## config.mk

```make
export PLATFORM = sky130hd
export DESIGN_NAME = picomips_alu
export DESIGN_NICKNAME = d
export VERILOG_FILES = /design/src/rtl/picomips_alu.sv
export SDC_FILE = /design/constraint.sdc
export NUM_CORES = 1
export LEC_CHECK = 0
export ABC_AREA = 1
export BUFFER_PORTS_ARGS = -buffer_cell sky130_fd_sc_hd__buf_2
export CORE_UTILIZATION = 63
export CTS_CLUSTER_DIAMETER = 80
export DETAILED_ROUTE_END_ITERATION = 6
export PLACE_DENSITY = 0.8
export SLEW_MARGIN = 5
export SYNTH_ARGS = -nofsm -noshare
export SYNTH_HDL_FRONTEND = slang
export SYNTH_SLANG_ARGS = --single-unit
```

## constraint.sdc

```tcl
create_clock -name clk -period 0.8 [get_ports clk]
set_clock_uncertainty 0.15 [all_clocks]
set_input_delay 0.08 -clock clk [delete_from_list [all_inputs] [get_ports clk]]
set_output_delay 0.08 -clock clk [all_outputs]
set_load 0.01 [all_outputs]
```

## src/rtl/picomips_alu.sv

```systemverilog
// picomips_alu
//   Two-operand arithmetic unit for the picoMIPS datapath. It registers its result,
//   so the result is valid one clock after the operands are presented.
//   Functions: PASSB, SUB, ADD, and a fractional MUL, where a is a signed
//   Q1.(n-1) fraction and b is a signed integer.
//
// Ports
//   clk      in   1   system clock, rising edge
//   reset    in   1   asynchronous reset, active high
//   a        in   n   operand A (Q1.(n-1) fraction for MUL, integer otherwise)
//   b        in   n   operand B (two's-complement integer)
//   ALUFunc  in   2   00 PASSB, 01 SUB, 10 ADD, 11 MUL
//   result   out  n   registered result
//   zero     out  1   registered flag, set when the registered result is all-zero
module picomips_alu #(
  parameter int n = 8
) (
  input  logic         clk,
  input  logic         reset,
  input  logic [n-1:0] a,
  input  logic [n-1:0] b,
  input  logic [1:0]   ALUFunc,
  output logic [n-1:0] result,
  output logic         zero
);

  localparam logic [1:0] FN_PASSB = 2'b00;
  localparam logic [1:0] FN_SUB   = 2'b01;
  localparam logic [1:0] FN_ADD   = 2'b10;
  localparam logic [1:0] FN_MUL   = 2'b11;

  logic signed [2*n-1:0] a_ext;
  logic signed [2*n-1:0] b_ext;
  logic        [n-1:0]   mul_res;
  logic        [n-1:0]   result_d;
  logic        [n-1:0]   result_q;
  logic                  zero_q;

  // The operands are sign-extended to 2n bits so that the 2n-bit product is exact.
  // An arithmetic shift by n-1 drops the fraction bits, which rounds toward
  // -infinity. Keeping only the low n bits lets an out-of-range product wrap.
  assign a_ext   = {{n{a[n-1]}}, a};
  assign b_ext   = {{n{b[n-1]}}, b};
  assign mul_res = n'((a_ext * b_ext) >>> (n - 1));

  always_comb begin
    result_d = b;
    case (ALUFunc)
      FN_PASSB: result_d = b;
      FN_SUB:   result_d = a - b;
      FN_ADD:   result_d = a + b;
      FN_MUL:   result_d = mul_res;
      default:  result_d = b;
    endcase
  end

  always_ff @(posedge clk or posedge reset) begin
    if (reset) begin
      result_q <= '0;
      zero_q   <= 1'b1;
    end else begin
      result_q <= result_d;
      zero_q   <= (result_d == '0);
    end
  end

  assign result = result_q;
  assign zero   = zero_q;

endmodule

```

# --- Word-level counts from Yosys, hierarchy flattened ---
# Index checks and enable logic that the tools add are counted.
word_totals:
  reg_bits: 9
  inputBits: 20
  output_inout_bits: 9
  word_cells: 11
op_classes:
  add_sub_neg: 2
  mul: 1
  n_eq_ne: 3
  muxes: 1
  n_reduce_logical: 2
ops:
  columns: ["operator", "count"]
  rows:
  - ["$pmux W8 S4", 1]
  - ["$mul A8 B8 Y15", 1]
  - ["$add A8 B8 Y8", 1]
  - ["$logic_not A8 Y1", 1]
  - ["$sub A8 B8 Y8", 1]
  - ["$eq A2 B2 Y1 const B", 2]
  - ["$eq A2 B1 Y1 const B", 1]
  - ["$logic_not A2 Y1", 1]

# --- Longest topological paths before layout ---
# Gate-level depths: netlist of run 1.
logic_depth:
  ltp_word: 3
  depth_mapped: 26

# --- Least setup slack after synthesis of run 1 ---
# Ideal clock, no wire load.
synth_timing:
  path_type: "input to register"
  startpoint: "in b[2]"
  endpoint: "reg zero_q (netlist: zero)"
  setup_time_ns: 0.067
  t_arrival_ns: 3.842
  required_time_ns: 0.583
  path_slack_ns: -3.259
  path_stages: 21
  n_path_buf: 1
  cell_sequence: "buf_2 > nand2_1 > inv_1 > fa_1 > inv_1 > fa_1 > inv_1 > fa_1 > inv_1 > fa_1 > inv_1 > ha_1 > inv_1 > o21ai_0 > a31oi_1 > nand3_1 > nand3_1 > nand2_1 > nand2_1 > nand4_1 > nor2_1"
synth_between:
  elab_chain_len: 3
synth_lines:
  columns: ["element", "line_no", "text"]
  rows:
  - ["start: declaration", "21", "input logic [n-1:0] b,"]
  - ["$mul A8 B8 Y15, or another cell as far along", "44", "assign mul_res = n'((a_ext * b_ext) >>> (n - 1));"]
  - ["$pmux W8 S4 *", "48", "case (ALUFunc)"]
  - ["$logic_not A8 Y1 *", "63", "zero_q <= (result_d == '0);"]
  - ["end signal: assignment", "63", null]
  - ["end: declaration", "37", "logic zero_q;"]
# Mark *: on every way between the ends. The rest lies on a longest branch, timed or not.

# --- Worst setup path in the final report of run 1 ---
layout_timing:
  startpoint: "in b[3]"
  endpoint: "reg zero_q (netlist: zero)"
# The elaborated chain is that of the path after synthesis.

==> flow_summary.yaml, run 1 <==
critical_path:
  endpoint: "zero$_DFF_PP1_"
  crit_path_start: "b[3]"
  worstPathMaxFanout: 6
  crit_path_start_kind: "primary input"
  critPathRequiredTime_ps: 820
  cp-end-kind: "flop"
  data_arrival_time_of_the_critical_path_ps: 3970
  timing_worst_setup_path_type: "in2reg"
timing:
  hold_viol_final: 9
  slew_headroom_pct: 77.10
  grt_setup_unrepaired: "true"
  fin_tns_setup_ps: -28000
  setup_violations: 18
  final_slew_viol_count: 0
  timing_worst_slew_pin_value_ps: 343.1
  holdWs_ps: -352.8
  fmax_ghz: 0.2533
  period_share_pct: 493.5
  finalWorstPathRequiredPeriod_ps: 3948
  layout_setup_ws_ps: -3148
logic_synthesis:
  syn_nets: 666
  synthDominantAreaCellType: "fa_1"
  netlist_top_cells_area: "fa_1, inv_1, nand2_1"
  post_synth_num_cell_types: 34
  async_reset_ff_share_pct: 100.0
  synth_top_area_share_pct: 27.80
  synth.avg_cell_area_um2: 6.569
  ys.flop_type: "dfrtp_1"
  syn-instance-count: 559
  number_of_enable_flip_flop_cells_after_synthesis: 0
  synth_area_mm2: 0.003672
  yosys_warnings: 0
  synth.ff_latch_count: 9
  sequential_area_share_after_synthesis_pct: 6.167
clocking:
  path_clk_slew_ps: 50
  clockBufferDepth: 2
  clkSinkCount: 9
  numCtsBuffers: 3
  clock_tree_from_tritoncts: "done"
  htree_num_levels: 1
  cts_root_buffer: "clkbuf_8"
placement:
  dpl_wire_length_mm: 8.841
  place.port_buffers: 28
  globalplace.congestion: 0.9249
grt:
  grt_total_ovfl: 0
  grt_pass1_wl_mm: 19.02
  first_global_vias: 4263
  track_usage_pct: 40.22
  grt_start_max_net_pins: 10
  antenna_found_initial: 0
min_path:
  holdCritPathClass: "in2async"
finish:
  n_antenna_cell: 0
  nNetsFinal: 773
  share_of_final_layout_standard_cells_stronger_than_drive_strength_1_pct: 33.68
  area.growth.synth_to_final_pct: 35.50
power_and_ir_drop:
  power-per-cell-area_mw_per_mm2: 2815
  ir_worst_vdd_mv: 2.573
  power.leakage_nw: 3.027
status:
  outcome: "complete, but fails checks"
  violated_checks: "hold timing, setup timing"
route:
  wire_per_inst_um: 16.37
  first_pass_iters: 5
  drc: 0
  detail_route.iter0.violations: 258
  postRouteWirelength_mm: 12.06
  detail_route.vias_per_cell: 5.522
  ant_nets: 0
  via_count: 4070
die:
  floorplan.die.width_um: 78.35
  design.die.area_mm2: 0.006138
  pin_count: 29
  row_count: 27
  initial_utilization_pct: 65.88
  core_region_area_mm2: 0.005574
  dieHeight_um: 78.35
job:
  max_cap_violations: 0
==> through the flow <==
| stage | power, mW | instances | cell area [um2] | utilization (%) | setup slack, ps |
|---|---|---|---|---|---|
| 6_report | 14.01 | 737 | 4976 | 89.27 | -3148 |
| 5_1_grt | 15.19 | 737 | 4976 | 89.27 | -3343 |
| 3_3_place_gp | 10.45 | 723 | 4539 | 81.44 | -3333 |
| 2_1_floorplan | 7.833 | 559 | 3869 | - | -2987 |
| 4_1_cts | 12.85 | 737 | 4931 | 88.46 | -2977 |
| 3_5_place_dp | 10.79 | 723 | 4539 | 81.44 | -3394 |
==> layer usage <==
layer / GRT usage [%] / part of all wire (%)
met3: 6.163 / 8.2
met4: 18.33 / 6.3
met5: 0 / 0
met2: 74.91 / 50
met1: 44.68 / 35
==> state kept, by name, summed over array words and instances (netlist names) <==
register  cells
zero          1
result        8
==> cell usage in the layout (no fill, tap or decap), types with 13 or more instances in the layout <==
cell type / n
buf_4: 89
fa_1: 49
inv_1: 151
nand2_2: 30
nor2_1: 16
ha_1: 26
nand3_1: 28
inv_2: 28
buf_2: 13
buf_6: 14
nand2_1: 123
==> cells by family after synthesis <==
logic type / Yosys count / synth area share [%]
AOI/OAI and AO/OA: 26 / 3.987
xor gates and xnor gates: 8 / 2.317
adders and majority gates: 87 / 40.07
buffers and inverters: 199 / 21.40
DFF: 9 / 6.167
and+or+nand+nor: 230 / 26.06
==> cell usage after synthesis (3+ instances only) <==
master / instances
clkbuf_1: 8
fa_1: 51
dfrtp_1: 8
inv_1: 172
nand2_1: 159
a31oi_1: 3
inv_2: 11
nand3b_1: 3
nand3_1: 31
a21oi_1: 8
xor2_1: 4
nor2_1: 23
nand4_1: 6
buf_2: 5
ha_1: 36
o21ai_0: 10
==> how the worst min path moves through the flow <==
stage | end | slack, ps
after global placement | result[4]$_DFF_PP0_ | -120
after detailed placement | result[6]$_DFF_PP0_ | -100
after CTS | result[7]$_DFF_PP0_ | -350
final | result[6]$_DFF_PP0_ | -350
after global routing | result[3]$_DFF_PP0_ | -320
after floorplan | result[0]$_DFF_PP0_ | -240
==> where the power goes <==
group | internal (mW) | switching, mW | leakage, nW
Combinational | 5.61 | 7.18 | 2.90
Sequential | 0.617 | 0.0554 | 0.105
Clock | 0.348 | 0.192 | 0.0228
Total | 6.58 | 7.43 | 3.03
==> repair_timing <==
item,4_1_cts,5_1_grt
gates resized for setup,86,14
pin swaps,60,6
setup buffers,11,0
endpoints found under the setup margin,18,18
endpoints found under the hold margin,9,9
==> critical path, stage by stage <==
cell and delay [ps]:
buf_8 110, nand2_2 70, fa_1 570, inv_2 50, fa_1 490, fa_1 500
inv_1 60, fa_1 530, inv_1 70, ha_4 290, nand2_4 80, nor2_4 130
nand2_1 80, nand2_1 130, nand2_2 90, nand3_2 90, nand2_2 60, nand2_2 70
nand2_1 70, nor2_1 110, nand4_1 90, nor2_1 130
==> layout make-up <==
| cell class | instances | area, um2 |
|---|---|---|
| clock buffer | 4 | 45.04 |
| fill | 303 | 598.1 |
| inverter | 183 | 699.4 |
| multi-input combinational | 351 | 2989 |
| sequential | 9 | 226.5 |
| tap | 72 | 90.09 |
| timing repair buffer | 118 | 925.9 |
Note: power is estimated with default switching activity, not from simulation.
==> run 2: changes to the inputs <==
--- a/config.mk
+++ b/config.mk
@@ -7,10 +7,10 @@
 export LEC_CHECK = 0
 export ABC_AREA = 1
 export BUFFER_PORTS_ARGS = -buffer_cell sky130_fd_sc_hd__buf_2
-export CORE_UTILIZATION = 63
+export CORE_UTILIZATION = 55
 export CTS_CLUSTER_DIAMETER = 80
 export DETAILED_ROUTE_END_ITERATION = 6
-export PLACE_DENSITY = 0.8
+export PLACE_DENSITY = 0.71
 export SLEW_MARGIN = 5
 export SYNTH_ARGS = -nofsm -noshare
 export SYNTH_HDL_FRONTEND = slang
==> flow_summary.yaml, run 2 (same netlist as run 1, synthesis figures left out) <==
status:
  outcome: "complete, but fails checks"
  violated_checks: "hold timing, setup timing"
finish:
  nNetsFinal: 776
  layout.cell_area.non_filler_mm2: 0.005171
  n_antenna_cell: 0
  largest_register_ffs: 8
  final_cells: 745
  post_layout_utilization_of_the_core_pct: 80.98
  area.growth.synth_to_final_pct: 40.82
  share_of_final_layout_standard_cells_stronger_than_drive_strength_1_pct: 38.47
  layout_common_cells: "inv_1, nand2_1, buf_4, fa_1, inv_2"
  layout_commonest_cell: "inv_1"
min_path:
  holdCritPathClass: "in2async"
placement:
  number_of_placed_instances_with_taps_included: 731
  dpl_wire_length_mm: 8.531
  pre_cts_slack_ps: -3420
  placed_area_mm2: 0.004568
  globalplace.congestion: 0.9301
  place.port_buffers: 28
grt:
  first_global_vias: 3982
  grt_total_ovfl: 0
  antenna_found_initial: 0
  grt_pass1_wl_mm: 17.74
  track_usage_pct: 31.90
  grt_start_max_net_pins: 10
timing:
  layout_setup_ws_ps: -3027
  final_slew_viol_count: 0
  hold_viol_final: 9
  holdWs_ps: -346.8
  grt_setup_unrepaired: "true"
  fmax_ghz: 0.2613
  setup_violations: 18
  slew_headroom_pct: 75.21
  finalWorstPathRequiredPeriod_ps: 3827
  timing_worst_slew_pin_value_ps: 371.5
  period_share_pct: 478.3
route:
  ant_nets: 0
  highest_layer: "met4"
  wire_per_inst_um: 14.66
  postRouteWirelength_mm: 10.92
  drc: 0
  first_pass_iters: 4
  detail_route.vias_per_cell: 5.089
  met1_length_mm: 4.308
  wl_met2_mm: 5.705
  met3_length_um: 567
  detail_route.iter0.violations: 232
  via_count: 3791
critical_path:
  critPathRequiredTime_ps: 830
  worstPathMaxFanout: 5
  timing_worst_setup_path_type: "in2reg"
  crit_path_start_kind: "primary input"
  cp-end-kind: "flop"
  crit_path_start: "b[2]"
  data_arrival_time_of_the_critical_path_ps: 3850
power_and_ir_drop:
  ir_worst_vdd_mv: 2.818
  power.leakage_nw: 3.083
  power-per-cell-area_mw_per_mm2: 2812
  finalPower_mw: 14.54
clocking:
  clkSinkCount: 9
  htree_num_levels: 1
  cts_root_buffer: "clkbuf_8"
  clock_tree_from_tritoncts: "done"
  clockBufferDepth: 2
  path_clk_slew_ps: 50
  numCtsBuffers: 3
die:
  row_count: 29
  initial_utilization_pct: 57.50
  core_region_area_mm2: 0.006386
  pin_count: 29
  dieHeight_um: 83.71
  design.die.area_mm2: 0.007007
  floorplan.die.width_um: 83.71
job:
  max_cap_violations: 0
==> run 2: layout make-up <==
type | count | area [um2]
Clock buffer | 4 | 45.04
Multi-Input combinational cell | 351 | 3070
Inverter | 183 | 699.4
Timing Repair Buffer | 121 | 1033
Tap cell | 77 | 96.34
Sequential cell | 9 | 226.5
Fill cell | 441 | 1215
==> run 2: power by group <==
| part | total (mW) | switching [mW] | internal [mW] |
|---|---|---|---|
| sequential | 0.650 | 0.0345 | 0.615 |
| clock | 0.541 | 0.192 | 0.348 |
| combinational | 13.4 | 7.42 | 5.94 |
==> run 2: final timing paths <==
check                                      end  slack [ps]  cells past startpoint
max                             zero$_DFF_PP1_       -3030                     24
max in group asynchronous       zero$_DFF_PP1_         540                      2
min in group clk                zero$_DFF_PP1_         350                      7
min                        result[3]$_DFF_PP0_        -350                      2
==> run 2: per-stage QoR <==
stage               TNS, ps  hold WS [ps]
finish               -26890        -346.8
global route         -28410        -325.8
CTS                  -26470        -340.0
detailed placement   -28520        -87.63
global placement     -28150        -114.3
floorplan            -25000        -242.8
==> run 2: worst max-delay path, stage by stage <==
cell	delay (ps)
buf_6	120
nand2_1	90
inv_1	70
fa_1	480
inv_1	50
fa_1	470
inv_1	50
fa_1	540
inv_1	50
fa_1	490
inv_2	50
ha_4	300
nand2_4	70
inv_2	50
nand2_2	70
nand2_2	100
nand2_1	70
nand3_1	60
nand2_1	80
nand2_2	90
nand2_1	60
nor2_1	120
nand4_1	130
nor2_2	100
==> run 2: per-layer routing <==
metal  vias up  GRT usage (%)
met1      1818          37.45
li1       1818              -
met4         0          10.32
met3        42          3.759
met2       113          59.94
met5         -              0
==> run 2: repair_timing <==
item	CTS	global route
setup endpoints to repair	18	18
resized for setup	119	35
pin swaps	63	41
buffers inserted	10	2
gates cloned	0	0
endpoints found under the hold margin	9	9
